--- src/rtl/dominant_controller_if.sv ---
// +------------------------------------------------------------------------+
// | dominant_controller_if                                                 |
// | Command/response bundle between the power-iteration controller and    |
// | its datapath: single-cycle strobes out, done pulses and max diff back. |
// | Revision: 1.0                                                          |
// +------------------------------------------------------------------------+
`default_nettype none

interface dominant_controller_if;
  logic       load_v_old;
  logic       start_mult;
  logic       load_y;
  logic       start_scale;
  logic       start_diff;
  logic       load_max_d;
  logic       mul_done;
  logic       scale_done;
  logic       diff_done;
  logic [3:0] max_d_in;

  modport master (
    output load_v_old, start_mult, load_y, start_scale, start_diff, load_max_d,
    input  mul_done, scale_done, diff_done, max_d_in
  );

  modport slave (
    input  load_v_old, start_mult, load_y, start_scale, start_diff, load_max_d,
    output mul_done, scale_done, diff_done, max_d_in
  );
endinterface

`default_nettype wire

--- src/rtl/dominant_controller.sv ---
// +------------------------------------------------------------------------+
// | dominant_controller                                                    |
// | Sequencing FSM for the dominant-eigenvector power iteration. Optional |
// | per-wait watchdog compiled in with DOMINANT_CTRL_WATCHDOG_EN.          |
// | Revision: 1.0                                                          |
// +------------------------------------------------------------------------+
`default_nettype none

module dominant_controller #(
  parameter int MAX_ITER    = 16,
  parameter int WDOG_CYCLES = 255
) (
  input  wire                   clk,
  input  wire                   reset,
  input  wire                   start,
  input  wire  [3:0]            tol,
  dominant_controller_if.master dp,
  output logic                  busy,
  output logic                  done,
  output logic                  converged,
  output logic                  timeout,
  output logic [7:0]            iter_count
);

  localparam logic [7:0] MAX_ITER_C = 8'(MAX_ITER);

  typedef enum logic [3:0] {
    S_IDLE    = 4'd0,
    S_LOADV   = 4'd1,
    S_MULT    = 4'd2,
    S_MULT_W  = 4'd3,
    S_LOADY   = 4'd4,
    S_SCALE   = 4'd5,
    S_SCALE_W = 4'd6,
    S_DIFF    = 4'd7,
    S_DIFF_W  = 4'd8,
    S_LOADD   = 4'd9,
    S_CHECK   = 4'd10,
`ifdef DOMINANT_CTRL_WATCHDOG_EN
    S_FIN     = 4'd11,
    S_ERR     = 4'd12
`else
    S_FIN     = 4'd11
`endif
  } state_t;

  state_t     state_q, state_d;
  logic [3:0] tol_q, tol_d;
  logic [7:0] iter_q, iter_d;
  logic       conv_q, conv_d;
  logic       tmo_q, tmo_d;
  logic       busy_q, busy_d;
  logic       done_q, done_d;
  logic       load_v_old_q, load_v_old_d;
  logic       start_mult_q, start_mult_d;
  logic       load_y_q, load_y_d;
  logic       start_scale_q, start_scale_d;
  logic       start_diff_q, start_diff_d;
  logic       load_max_d_q, load_max_d_d;

`ifdef DOMINANT_CTRL_WATCHDOG_EN
  localparam logic [7:0] WDOG_LAST = 8'(WDOG_CYCLES - 1);
  logic [7:0] wdog_q, wdog_d;
  logic       wait_state;
  logic       wait_done;
`else
  // The watchdog limit only has meaning when the watchdog is compiled in.
  if (WDOG_CYCLES < 1 || WDOG_CYCLES > 255) begin : g_wdog_cfg_unused
  end
`endif

  always_comb begin
    state_d = state_q;
    tol_d   = tol_q;
    iter_d  = iter_q;
    conv_d  = conv_q;
    tmo_d   = tmo_q;

    case (state_q)
      S_IDLE: begin
        if (start) begin
          state_d = S_LOADV;
          tol_d   = tol;
          iter_d  = 8'd0;
          conv_d  = 1'b0;
          tmo_d   = 1'b0;
        end
      end
      S_LOADV:   state_d = S_MULT;
      S_MULT:    state_d = S_MULT_W;
      S_MULT_W:  if (dp.mul_done)   state_d = S_LOADY;
      S_LOADY:   state_d = S_SCALE;
      S_SCALE:   state_d = S_SCALE_W;
      S_SCALE_W: if (dp.scale_done) state_d = S_DIFF;
      S_DIFF:    state_d = S_DIFF_W;
      S_DIFF_W:  if (dp.diff_done)  state_d = S_LOADD;
      S_LOADD:   state_d = S_CHECK;
      S_CHECK: begin
        iter_d = iter_q + 8'd1;
        if (dp.max_d_in <= tol_q) begin
          conv_d  = 1'b1;
          state_d = S_FIN;
        end else if (iter_q + 8'd1 == MAX_ITER_C) begin
          state_d = S_FIN;
        end else begin
          state_d = S_LOADV;
        end
      end
      S_FIN:     state_d = S_IDLE;
`ifdef DOMINANT_CTRL_WATCHDOG_EN
      S_ERR:     state_d = S_IDLE;
`endif
      default:   state_d = S_IDLE;
    endcase

`ifdef DOMINANT_CTRL_WATCHDOG_EN
    wait_state = 1'b0;
    wait_done  = 1'b0;
    case (state_q)
      S_MULT_W:  begin wait_state = 1'b1; wait_done = dp.mul_done;   end
      S_SCALE_W: begin wait_state = 1'b1; wait_done = dp.scale_done; end
      S_DIFF_W:  begin wait_state = 1'b1; wait_done = dp.diff_done;  end
      default:   ;
    endcase
    if (wait_state && !wait_done && wdog_q == WDOG_LAST) begin
      state_d = S_ERR;
      tmo_d   = 1'b1;
      conv_d  = 1'b0;
    end
    // Counter restarts from zero on every entry into a wait state.
    wdog_d = (wait_state && state_d == state_q) ? wdog_q + 8'd1 : 8'd0;
`endif

    // Outputs are registered from the next state so they align with it.
    busy_d        = (state_d != S_IDLE);
`ifdef DOMINANT_CTRL_WATCHDOG_EN
    done_d        = (state_d == S_FIN) || (state_d == S_ERR);
`else
    done_d        = (state_d == S_FIN);
`endif
    load_v_old_d  = (state_d == S_LOADV);
    start_mult_d  = (state_d == S_MULT);
    load_y_d      = (state_d == S_LOADY);
    start_scale_d = (state_d == S_SCALE);
    start_diff_d  = (state_d == S_DIFF);
    load_max_d_d  = (state_d == S_LOADD);
  end

  always_ff @(posedge clk) begin
    if (!reset) begin
      state_q       <= S_IDLE;
      tol_q         <= 4'd0;
      iter_q        <= 8'd0;
      conv_q        <= 1'b0;
      tmo_q         <= 1'b0;
      busy_q        <= 1'b0;
      done_q        <= 1'b0;
      load_v_old_q  <= 1'b0;
      start_mult_q  <= 1'b0;
      load_y_q      <= 1'b0;
      start_scale_q <= 1'b0;
      start_diff_q  <= 1'b0;
      load_max_d_q  <= 1'b0;
`ifdef DOMINANT_CTRL_WATCHDOG_EN
      wdog_q        <= 8'd0;
`endif
    end else begin
      state_q       <= state_d;
      tol_q         <= tol_d;
      iter_q        <= iter_d;
      conv_q        <= conv_d;
      tmo_q         <= tmo_d;
      busy_q        <= busy_d;
      done_q        <= done_d;
      load_v_old_q  <= load_v_old_d;
      start_mult_q  <= start_mult_d;
      load_y_q      <= load_y_d;
      start_scale_q <= start_scale_d;
      start_diff_q  <= start_diff_d;
      load_max_d_q  <= load_max_d_d;
`ifdef DOMINANT_CTRL_WATCHDOG_EN
      wdog_q        <= wdog_d;
`endif
    end
  end

  assign dp.load_v_old  = load_v_old_q;
  assign dp.start_mult  = start_mult_q;
  assign dp.load_y      = load_y_q;
  assign dp.start_scale = start_scale_q;
  assign dp.start_diff  = start_diff_q;
  assign dp.load_max_d  = load_max_d_q;

  assign busy       = busy_q;
  assign done       = done_q;
  assign converged  = conv_q;
  assign timeout    = tmo_q;
  assign iter_count = iter_q;

endmodule

`default_nettype wire
--- src/flat_wrapper.sv ---
// flat-port wrapper written by rule: the top's interface ports become plain ports
module dominant_controller_flat 
#(
  parameter int MAX_ITER    = 16,
  parameter int WDOG_CYCLES = 255
)
  (clk, reset, start, tol, busy, done, converged, timeout, iter_count, dp_load_v_old, dp_start_mult, dp_load_y, dp_start_scale, dp_start_diff, dp_load_max_d, dp_mul_done, dp_scale_done, dp_diff_done, dp_max_d_in);
  dominant_controller_if dp_i ();
  input  wire clk;
  input  wire reset;
  input  wire start;
  input  wire  [3:0] tol;
  output logic busy;
  output logic done;
  output logic converged;
  output logic timeout;
  output logic [7:0] iter_count;
  output wire logic [$bits(dp_i.load_v_old)-1:0] dp_load_v_old;
  output wire logic [$bits(dp_i.start_mult)-1:0] dp_start_mult;
  output wire logic [$bits(dp_i.load_y)-1:0] dp_load_y;
  output wire logic [$bits(dp_i.start_scale)-1:0] dp_start_scale;
  output wire logic [$bits(dp_i.start_diff)-1:0] dp_start_diff;
  output wire logic [$bits(dp_i.load_max_d)-1:0] dp_load_max_d;
  input wire logic [$bits(dp_i.mul_done)-1:0] dp_mul_done;
  input wire logic [$bits(dp_i.scale_done)-1:0] dp_scale_done;
  input wire logic [$bits(dp_i.diff_done)-1:0] dp_diff_done;
  input wire logic [$bits(dp_i.max_d_in)-1:0] dp_max_d_in;
  assign dp_load_v_old = dp_i.load_v_old;
  assign dp_start_mult = dp_i.start_mult;
  assign dp_load_y = dp_i.load_y;
  assign dp_start_scale = dp_i.start_scale;
  assign dp_start_diff = dp_i.start_diff;
  assign dp_load_max_d = dp_i.load_max_d;
  assign dp_i.mul_done = dp_mul_done;
  assign dp_i.scale_done = dp_scale_done;
  assign dp_i.diff_done = dp_diff_done;
  assign dp_i.max_d_in = dp_max_d_in;
  dominant_controller #(.MAX_ITER(MAX_ITER), .WDOG_CYCLES(WDOG_CYCLES)) u_core (.clk(clk), .reset(reset), .start(start), .tol(tol), .dp(dp_i), .busy(busy), .done(done), .converged(converged), .timeout(timeout), .iter_count(iter_count));
endmodule
--- config.mk ---
export PLATFORM = sky130hd
export DESIGN_NAME = dominant_controller_flat
export DESIGN_NICKNAME = d
export VERILOG_FILES = /design/src/rtl/dominant_controller_if.sv /design/src/rtl/dominant_controller.sv /design/src/flat_wrapper.sv
export SDC_FILE = /design/constraint.sdc
export NUM_CORES = 1
export LEC_CHECK = 0
export BUFFER_PORTS_ARGS = -buffer_cell sky130_fd_sc_hd__buf_4
export CAP_MARGIN = 20
export CORE_ASPECT_RATIO = 1.25
export CORE_MARGIN = 4
export CORE_UTILIZATION = 26
export DETAILED_ROUTE_END_ITERATION = 16
export SETUP_SLACK_MARGIN = 0.4
export SYNTH_ARGS = -nofsm -noshare
export SYNTH_HDL_FRONTEND = slang
export SYNTH_SLANG_ARGS = --single-unit
--- constraint.sdc ---
create_clock -name clk -period 2.3 [get_ports clk]
set_input_delay 0.23 -clock clk [delete_from_list [all_inputs] [get_ports clk]]
set_output_delay 0.23 -clock clk [all_outputs]
set_load 0.005 [all_outputs]
* Word-level counts from Yosys, hierarchy flattened
Index checks and enable logic that the tools add are counted.
Cells by class: shift operators 0, multiplexer cells 12, $mul 0, div/mod/pow operators 0, $add $sub $neg 1, equality and inequality tests 20, reduce and logical (&&, ||, !) cells 6, bitwise logic cells 0, magnitude comparators 1
Operators by type and width (number):
- case mux 4 bit (11 select lines) | 1
- equality test 4 x 3 -> 1 bit, second input constant | 7
- 2-to-1 mux 4 bit | 6
- equality test 4 bit, second input constant | 5
- case mux 8 bit (2 select lines) | 1
- equality test 4 x 2 -> 1 bit, second input constant | 3
- adder 8 x 1 -> 8 bit, second input constant | 1
- equality test 4 x 1 -> 1 bit, second input constant | 2
- equality test 8 x 5 -> 1 bit, second input constant | 1
- 2-to-1 mux 8 bit | 1
- <= comparator 4 bit | 1
- logical NOT 4 bit | 1
- AND reduction 2 bit | 2
- nonzero test 4 bit | 1
- AND reduction 3 bit | 1
- 2-to-1 mux 1 bit | 2
- != test 2 x 1 -> 1 bit, second input constant | 1
- != test 2 bit, second input constant | 1
- case mux 1 bit (2 select lines) | 1
- nonzero test 2 bit | 1
Word-level totals: memories 0, bits in writable memories 0, bits in registers 25, latch bits 0, word-level logic and storage cells 52, output and inout bits 18, ROM bits 0

* Logic depth before layout (Yosys ltp)
Gate-level depths: netlist of run 1.
depth in word-level cells 6, gate-level depth with buffers 7, gate-level depth less buffers 7

* Worst setup path before layout of run 1
Ideal clock, no wire load.
kind flip-flop to flip-flop, from register u_core.iter_q[0] (netlist: u_core.iter_count[0]), to register u_core.start_diff_q (netlist: u_core.dp.start_diff), required time 2.240 ns, buffers on the path 0, period minus slack after synthesis 1.703 ns, arrival 1.643 ns, slack 0.597 ns, cell stages (with the launch flop) 7, path through dfxtp_1 -> ha_1 -> nand3_2 -> xor2_1 -> nor4b_2 -> o2111a_2 -> o311a_1
On the way: cells in the longest elaborated chain, start to end 6
Ends and longest elaborated chain:
- start, declared | line dominant_controller.sv:49 | logic [7:0] iter_q, iter_d;
- start signal, assigned | line dominant_controller.sv:170 | iter_q <= iter_d;
- adder 8 x 1 -> 8 bit | line dominant_controller.sv:103 | end else if (iter_q + 8'd1 == MAX_ITER_C) begin
- equality test 8 x 5 -> 1 bit | line dominant_controller.sv:103
- 2-to-1 mux 4 bit | line dominant_controller.sv:103
- 2-to-1 mux 4 bit | line dominant_controller.sv:100 | if (dp.max_d_in <= tol_q) begin
- case mux 4 bit (11 select lines) | line dominant_controller.sv:79 | case (state_q)
- equality test 4 x 3 -> 1 bit | line dominant_controller.sv:145 | start_diff_d = (state_d == S_DIFF);
- end signal, assigned | line dominant_controller.sv:179 | start_diff_q <= start_diff_d;
- end, declared | line dominant_controller.sv:58 | logic start_diff_q, start_diff_d;
Every way passes these cells. A chain may end at the register's enable or synchronous reset.

* Worst setup path in the final report of run 1
from register u_core.tol_q[1], to register u_core.state_q[3]
On the way: cells in the longest elaborated chain, start to end 3
Ends and longest elaborated chain:
- start, declared | line dominant_controller.sv:48 | logic [3:0] tol_q, tol_d;
- start signal, assigned | line dominant_controller.sv:169 | tol_q <= tol_d;
- <= comparator 4 bit | line dominant_controller.sv:100
- 2-to-1 mux 4 bit | line dominant_controller.sv:100
- case mux 4 bit (11 select lines) | line dominant_controller.sv:79
- end signal, assigned | line dominant_controller.sv:168 | state_q <= state_d;
- end, declared | line dominant_controller.sv:47 | state_t state_q, state_d;
Every way passes these cells.

==> results.json, run 1 <==
{
  "drc": 0,
  "ant_nets": 0,
  "path_cells": "inv_1 -> ha_4 -> nor2b_1 -> o211ai_1 -> a221oi_2 -> nor3_4 -> o31a_2",
  "vias": 1207,
  "synth_warnings": 0,
  "area_growth_pct": 25.4,
  "drt_wl_total_mm": 3.12,
  "grt_pass1_wl_mm": 5.17,
  "rows": 29,
  "power_density_nw_per_um2": 512,
  "critPathRequiredTime_ps": 2460,
  "irDropWorstVdd_mv": 0.200,
  "syn_avg_cell_area_um2": 8.95,
  "place_congestion": 0.755,
  "min_period_ps": 1820,
  "postLayoutCoreUtil": 0.340,
  "outcome": "finished clean",
  "maxCapViolCount": 0,
  "finalHoldViolCount": 0,
  "wl_per_cell_um": 12.7,
  "cp_max_fo": 8,
  "fin_crit_sh": 0.792,
  "cp-end-kind": "register",
  "ys_seq_area_frac": 0.361,
  "grt_usage": 0.0977,
  "syn-cell-area_um2": 1390,
  "wl_met3_um": 142,
  "firstDrtPassIters": 6,
  "vias_per_cell": 4.93,
  "slew_viol_final": 0,
  "core_um2": 5120,
  "antenna_found_initial": 0,
  "cts_tree": "done",
  "n_antenna_cell": 0,
  "critical_path_class": "register to register",
  "clock-sinks": 25,
  "hold_class": "input port to register",
  "startpoint_type": "register",
  "postSynthCellCount": 155,
  "crit_arrival_ps": 1980,
  "cp_num_buf_inv": 1,
  "slowest_stage": "o31a_2",
  "portBuffers": 30,
  "critPathTopFamily": "compound AO/OA/AOI/OAI gates",
  "fin_area_um2": 1740,
  "comb_power_share": 0.180,
  "power_w": 0.000892,
  "fmax_mhz": 549,
  "drtIter0Drc": 53,
  "fp.dieW_um": 73.3,
  "cts_max_level": 1,
  "power_switching_w": 0.000237,
  "routed.top_layer": "met4",
  "routed-wl-met2_mm": 1.48,
  "rrSetupSlack_ps": 480,
  "power_leakage_nw": 0.702,
  "synth_cell_types": 50,
  "synthesis.nets": 175,
  "critPathMaxStageDelay_ps": 350,
  "grt_max_degree": 21,
  "path_clk_slew_ps": 90,
  "fin_nets": 204,
  "postCtsHoldBufs": 0,
  "cts_made_buffers": 3,
  "fin_setup_tns_ps": 0,
  "grt-ovfl-total": 0,
  "cts_buffer_depth": 2,
  "start_util": 0.271,
  "drt-met1-wl_mm": 1.47,
  "intPower_w": 0.000654,
  "fin_worst_skew_ps": 3.09,
  "setup_viol": 0,
  "dpl_cell_area_um2": 1640,
  "rsz0062_at_grt": "no",
  "synthArstFlopShare": 0,
  "clkLatencyLatePin_ps": 260,
  "dp_hpwl_mm": 2.28,
  "synth_flop_cell": "dfxtp_1",
  "synth-edff-count": 0,
  "io_pins": 32,
  "p_clk_frac": 0.287,
  "seqPwrFrac": 0.532,
  "fp.dieH_um": 89.7,
  "drive_gt1_frac": 0.328,
  "die_area_um2": 6580,
  "ys_ff_latch": 25,
  "grt_pass1_vias": 1184,
  "swShare": 0.266,
  "cts_root_buf": "clkbuf_8"
}
-- kinds of logic (layout without fill, tap and decap cells) --
group | count (synthesis) | in the layout | share of synthesized area
adders and majority gates | 6 | 6 | 0.0541
xor gates and xnor gates | 6 | 6 | 0.0379
and+or+nand+nor | 62 | 62 | 0.276
buffers and inverters | 16 | 44 | 0.0613
DFF | 25 | 25 | 0.361
AOI/OAI and AO/OA | 39 | 39 | 0.207
other | 1 | 1 | 0.00270
-- power groups by stage --
stage | combinational, W | clock, W | sequential, W
after floorplan | 0.000109 | 0 | 0.000469
after global placement | 0.000140 | 0 | 0.000482
after detailed placement | 0.000141 | 0 | 0.000482
after CTS | 0.000145 | 0.000269 | 0.000472
after global routing | 0.000181 | 0.000285 | 0.000479
final | 0.000161 | 0.000256 | 0.000475
-- cell usage after synthesis (2+ instances only) --
library cell,n,area (µm²)
dfxtp_1,25,500
nand2_1,16,60.1
a21oi_1,9,45.0
nor2_1,7,26.3
o21ai_0,7,35.0
ha_1,6,75.1
inv_1,6,22.5
nand3_1,6,30.0
a21boi_0,5,37.5
nor2b_1,5,31.3
clkbuf_1,4,15.0
nor3_1,4,20.0
xor2_1,4,35.0
and2_1,3,18.8
nand2b_1,3,18.8
nor4_1,3,18.8
a31oi_1,2,12.5
and3_1,2,12.5
buf_4,2,15.0
buf_6,2,22.5
nor3_2,2,20.0
o31a_2,2,20.0
o31ai_1,2,15.0
xnor2_1,2,17.5
-- timing repair --
action	4_1_cts	5_1_grt
setup buffers	0	3
gates resized for setup	1	9
pin swaps	0	5
endpoints found under the hold margin	0	0
endpoints found under the setup margin	1	10
-- state kept, by name (all words and copies together) (netlist names) --
name and count:
u_core.dp.load_max_d 1, u_core.dp.load_v_old 1, u_core.dp.start_diff 1, u_core.done 1, u_core.state_q 4, u_core.tol_q 4
u_core.dp.start_scale 1, u_core.dp.load_y 1, u_core.converged 1, u_core.busy 1, u_core.iter_count 8, u_core.dp.start_mult 1
-- through the flow --
stage | std cells | setup slack, ps | hold WS [ps]
floorplan | 155 | 597 | 345
global placement | 238 | 422 | 452
detailed placement | 238 | 407 | 457
CTS | 242 | 407 | 171
global route | 245 | 397 | 168
finish | 245 | 479 | 173
-- worst paths after layout --
path | from | end | cells after the start
worst max-delay path | u_core.tol_q[1] | u_core.state_q[3] | 7
worst min-delay path | dp_mul_done | u_core.dp.start_mult | 2
worst max register to register | u_core.tol_q[1] | u_core.state_q[3] | 7
worst min register to register | u_core.tol_q[1] | u_core.tol_q[1] | 2
-- routing by layer --
layer  GRT usage  vias up
met4      0.0428        0
met1       0.127      570
met3      0.0245        2
met2       0.154       17
li1            -      618
met5           0        -
-- placed cells by master, fill, tap and decap left out, drive strengths merged, types with 3 or more instances in the layout --
master / synthesis / final
and2: 3 / 3
ha: 6 / 6
dfxtp: 25 / 25
nand3: 7 / 7
nor2b: 5 / 5
nand2: 16 / 16
xor2: 4 / 4
o31a: 3 / 3
a21oi: 9 / 9
inv: 6 / 6
nor3: 6 / 6
nor4: 3 / 3
a21boi: 5 / 5
buf: 5 / 34
clkbuf: 5 / 3
nor2: 7 / 7
nand2b: 3 / 3
o21ai: 7 / 7
-- cell type report --
cell class                 count  area, µm²
inverter                       6       22.5
multi-input combinational    114        832
tap                           62       77.6
clock inverter                 1       5.00
sequential                    25        507
fill                         523       3380
timing repair buffer          34        255
clock buffer                   3       41.3
No activity file was read; power rests on OpenSTA's default activity.
==> run 2, diff against run 1 <==
==> constraint.sdc (replaced) <==
create_clock -name clk -period 1.46 [get_ports clk]
set_input_delay 0.146 -clock clk [delete_from_list [all_inputs] [get_ports clk]]
set_output_delay 0.146 -clock clk [all_outputs]
set_load 0.005 [all_outputs]
==> results.json, run 2 (synthesis gave the netlist of run 1 again) <==
{
  "min_period_ps": 1720,
  "cts_made_buffers": 3,
  "rsz0062_at_grt": "yes",
  "clkLatencyLatePin_ps": 270,
  "n_antenna_cell": 0,
  "fp.dieW_um": 73.3,
  "layout_commonest_cell": "buf_4",
  "cts_max_level": 1,
  "cts_tree": "done",
  "critPathRequiredTime_ps": 1620,
  "startpoint_type": "register",
  "clock-sinks": 25,
  "fin_setup_tns_ps": -1960,
  "fin_crit_sh": 1.18,
  "drt_wl_total_mm": 3.79,
  "fin_worst_skew_ps": 1.33,
  "slew_viol_final": 0,
  "drc": 0,
  "grt-ovfl-total": 0,
  "start_util": 0.271,
  "power_density_nw_per_um2": 690,
  "cts_buffer_depth": 2,
  "maxCapViolCount": 0,
  "cts_root_buf": "clkbuf_8",
  "portBuffers": 30,
  "hold_class": "input port to register",
  "setup_ws_ps": -260,
  "ant_nets": 0,
  "grt_max_degree": 18,
  "fin_area_um2": 2350,
  "vias": 1398,
  "failed_checks": "negative setup slack",
  "drive_gt1_frac": 0.634,
  "cp_max_fo": 7,
  "irDropWorstVdd_mv": 0.349,
  "core_um2": 5120,
  "fmax_mhz": 582,
  "wl_per_cell_um": 13.3,
  "drtIter0Drc": 36,
  "antenna_found_initial": 0,
  "critical_path_class": "register to register",
  "rows": 29,
  "vias_per_cell": 4.89,
  "cp-end-kind": "register",
  "io_pins": 32,
  "fp.dieH_um": 89.7,
  "postCtsHoldBufs": 0,
  "fin_nets": 245,
  "outcome": "finished, violations left",
  "pre_cts_ws_ps": -353,
  "finalHoldViolCount": 0,
  "power_leakage_nw": 0.980,
  "dpl_cell_area_um2": 1980,
  "layout_common_cells": "55 x buf_4, 20 x buf_6, 13 x dfxtp_1, 8 x nand2_2, 8 x nand2_1",
  "largest_register_ffs": 8,
  "path_clk_slew_ps": 90,
  "setup_viol": 13,
  "firstDrtPassIters": 2,
  "place_congestion": 0.733,
  "grt_usage": 0.117,
  "die_area_um2": 6580,
  "grt_pass1_vias": 1388,
  "area_growth_pct": 69.4,
  "dp_hpwl_mm": 2.68,
  "grt_pass1_wl_mm": 6.10,
  "crit_arrival_ps": 1880
}
[run 2: cell types whose count changed in the layout (fill, tap and decap cells not counted), sizes merged]
cell	change
inv	+1
clkinv	-1
buf	+41
[run 2: path summary, 6_finish.rpt]
check,startpoint,end,slack (ps),depth (start not counted)
max,u_core.tol_q[1],u_core.dp.load_y,-260,8
min,dp_mul_done,u_core.dp.start_mult,120,2
max reg2reg,u_core.tol_q[1],u_core.dp.load_y,-260,8
min reg2reg,u_core.tol_q[1],u_core.tol_q[1],470,2
[run 2: area by class of cell]
cell class | count | area [µm²]
fill | 506 | 2770
multi-input combinational | 114 | 1040
timing repair buffer | 75 | 638
sequential | 25 | 528
tap | 62 | 77.6
clock buffer | 3 | 41.3
inverter | 6 | 22.5
clock inverter | 1 | 6.26
[run 2: layer usage]
layer | global-route usage | vias up | share of wire
met5 | 0 | - | 0
met4 | 0.0346 | 0 | 0.011
met3 | 0.0212 | 6 | 0.046
met2 | 0.203 | 20 | 0.52
met1 | 0.148 | 673 | 0.42
li1 | - | 699 | -
[run 2: per-stage QoR]
stage | std cells | util | power (W) | hold slack [ps]
2_1_floorplan | 155 | - | 0.000929 | 261
3_3_place_gp | 276 | 0.386 | 0.00108 | 386
3_5_place_dp | 276 | 0.386 | 0.00109 | 391
4_1_cts | 283 | 0.437 | 0.00159 | 108
5_1_grt | 286 | 0.460 | 0.00171 | 117
6_report | 286 | 0.460 | 0.00162 | 120
[run 2: where the power goes]
| part | leakage, nW | internal [W] | switching, W |
|---|---|---|---|
| clock | 0.0260 | 0.000195 | 0.000227 |
| combinational | 0.744 | 0.000263 | 0.000216 |
| sequential | 0.210 | 0.000704 | 0.0000189 |
| total | 0.980 | 0.00116 | 0.000461 |
[run 2: critical path, stage by stage, from the launching register on]
cell	delay (ps)
dfxtp_2	340
inv_2	40
ha_4	200
nor2b_1	120
o211ai_1	280
a221oi_4	110
nor3_4	330
buf_6	150
nor4_1	40
[run 2: what timing repair did]
action	CTS	global route
pin swaps	14	12
buffers inserted	3	3
cloned	0	0
endpoints found under the setup margin	29	29
hold endpoints to repair	0	0
gates resized for setup	51	25
==> run 3, diff against run 2 <==
--- a/config.mk
+++ b/config.mk
@@ -11,6 +11,7 @@
 export CORE_MARGIN = 4
 export CORE_UTILIZATION = 26
 export DETAILED_ROUTE_END_ITERATION = 16
+export GPL_ROUTABILITY_DRIVEN = 0
 export SETUP_SLACK_MARGIN = 0.4
 export SYNTH_ARGS = -nofsm -noshare
 export SYNTH_HDL_FRONTEND = slang
==> constraint.sdc (replaced) <==
create_clock -name clk -period 1.49 [get_ports clk]
set_input_delay 0.149 -clock clk [delete_from_list [all_inputs] [get_ports clk]]
set_output_delay 0.149 -clock clk [all_outputs]
set_load 0.005 [all_outputs]
==> results.json, run 3 (synthesis gave the netlist of run 1 again) <==
{
  "grt_pass1_vias": 1519,
  "start_util": 0.271,
  "cp_num_buf_inv": 2,
  "cts_tree": "done",
  "hold_class": "input port to register",
  "firstDrtPassIters": 3,
  "fin_nets": 255,
  "ant_nets": 0,
  "fp.dieH_um": 89.7,
  "critPathMaxStageDelay_ps": 340,
  "setup_ws_ps": -219,
  "core_um2": 5120,
  "grt-ovfl-total": 0,
  "area_growth_pct": 76.2,
  "drc": 0,
  "portBuffers": 30,
  "dpl_cell_area_um2": 1950,
  "fp.dieW_um": 73.3,
  "fin_worst_skew_ps": 2.84,
  "fin_setup_tns_ps": -1700,
  "crit_arrival_ps": 1880,
  "worstRegToRegCells": 8,
  "cp-end-kind": "register",
  "critPathRequiredTime_ps": 1660,
  "cts_buffer_depth": 2,
  "cts_max_level": 1,
  "cp.depth": 8,
  "io_pins": 32,
  "fin_area_um2": 2440,
  "rows": 29,
  "power_density_nw_per_um2": 688,
  "n_antenna_cell": 0,
  "setup_viol": 12,
  "dp_hpwl_mm": 2.74,
  "path_cells": "inv_2 -> ha_4 -> nor2b_4 -> o211ai_1 -> a221oi_2 -> nor3_4 -> buf_4 -> nor4_1",
  "min_path_cells": 2,
  "vias": 1461,
  "drive_gt1_frac": 0.637,
  "finalHoldViolCount": 0,
  "critical_path_class": "register to register",
  "largest_register_ffs": 8,
  "path_clk_slew_ps": 90,
  "fmax_mhz": 585,
  "rsz0062_at_grt": "yes",
  "grt_pass1_wl_mm": 6.71,
  "grt_usage": 0.128,
  "cts_root_buf": "clkbuf_8",
  "failed_checks": "negative setup slack",
  "irDropWorstVdd_mv": 0.340,
  "clock-sinks": 25,
  "layout_commonest_cell": "buf_4",
  "die_area_um2": 6580,
  "antenna_found_initial": 0,
  "layout_common_cells": "61 x buf_4, 22 x buf_6, 14 x dfxtp_1, 9 x nand2_1",
  "clkLatencyLatePin_ps": 280,
  "min_period_ps": 1710,
  "drt_wl_total_mm": 4.35,
  "cp_max_fo": 7,
  "cts_made_buffers": 3,
  "critPathTopFamily": "simple AND/OR/NAND/NOR gates",
  "wl_per_cell_um": 14.7,
  "outcome": "finished, violations left",
  "slew_viol_final": 0,
  "postCtsHoldBufs": 0,
  "drtIter0Drc": 73,
  "fin_crit_sh": 1.15,
  "power_w": 0.00168,
  "power_leakage_nw": 1.04,
  "vias_per_cell": 4.94,
  "startpoint_type": "register",
  "grt_max_degree": 16,
  "slowest_stage": "dfxtp_2",
  "maxCapViolCount": 0
}
-- run 3: cell count changes in the layout (fill, tap and decap cells not counted), moves of 2 or more --
cell,previous run,this run
buf_4,55,61
a21boi_1,2,4
a21boi_2,3,1
buf_12,0,2
buf_6,20,22
nand2_2,8,6
nor2_4,2,0
-- run 3: cell type report --
class,count,area [µm²]
Clock inverter,1,6.26
Tap cell,62,77.6
Timing Repair Buffer,85,746
Multi-Input combinational cell,114,1020
Fill cell,470,2670
Sequential cell,25,527
Clock buffer,3,41.3
Inverter,6,22.5
-- run 3: through the flow --
step	util	worst slack [ps]	std cells	hold slack, ps
after CTS	0.453	-296	290	94.9
final	0.478	-219	296	94.6
after global placement	0.381	-315	269	376
after floorplan	-	-137	155	264
after detailed placement	0.381	-370	269	375
after global routing	0.478	-307	296	91.3
-- run 3: routing by layer --
| metal | global-route usage | routed length (µm) | share of wire | vias up |
|---|---|---|---|---|
| li1 | - | - | - | 713 |
| met1 | 0.151 | 1820 | 0.42 | 712 |
| met2 | 0.229 | 2290 | 0.53 | 25 |
| met3 | 0.0189 | 134 | 0.031 | 11 |
| met4 | 0.0527 | 106 | 0.024 | 0 |
| met5 | 0 | 0 | 0 | - |
-- run 3: power by group --
group | switching, W | total, W | internal, W
clock | 0.000236 | 0.000428 | 0.000192
combinational | 0.000231 | 0.000541 | 0.000310
sequential | 0.0000232 | 0.000714 | 0.000690
total | 0.000490 | 0.00168 | 0.00119
-- run 3: final timing paths --
| path | start | slack [ps] | to |
|---|---|---|---|
| worst max-delay path | u_core.tol_q[1] | -220 | u_core.dp.start_scale |
| worst min-delay path | dp_mul_done | 90 | u_core.dp.start_mult |
| worst max register to register | u_core.tol_q[1] | -220 | u_core.dp.start_scale |
| worst min register to register | u_core.tol_q[3] | 470 | u_core.tol_q[3] |
-- run 3: repair_timing --
item / 4_1_cts / 5_1_grt
pin swaps: 29 / 16
setup buffers: 16 / 6
setup endpoints to repair: 28 / 29
gates resized for setup: 49 / 23
cloned: 1 / 0
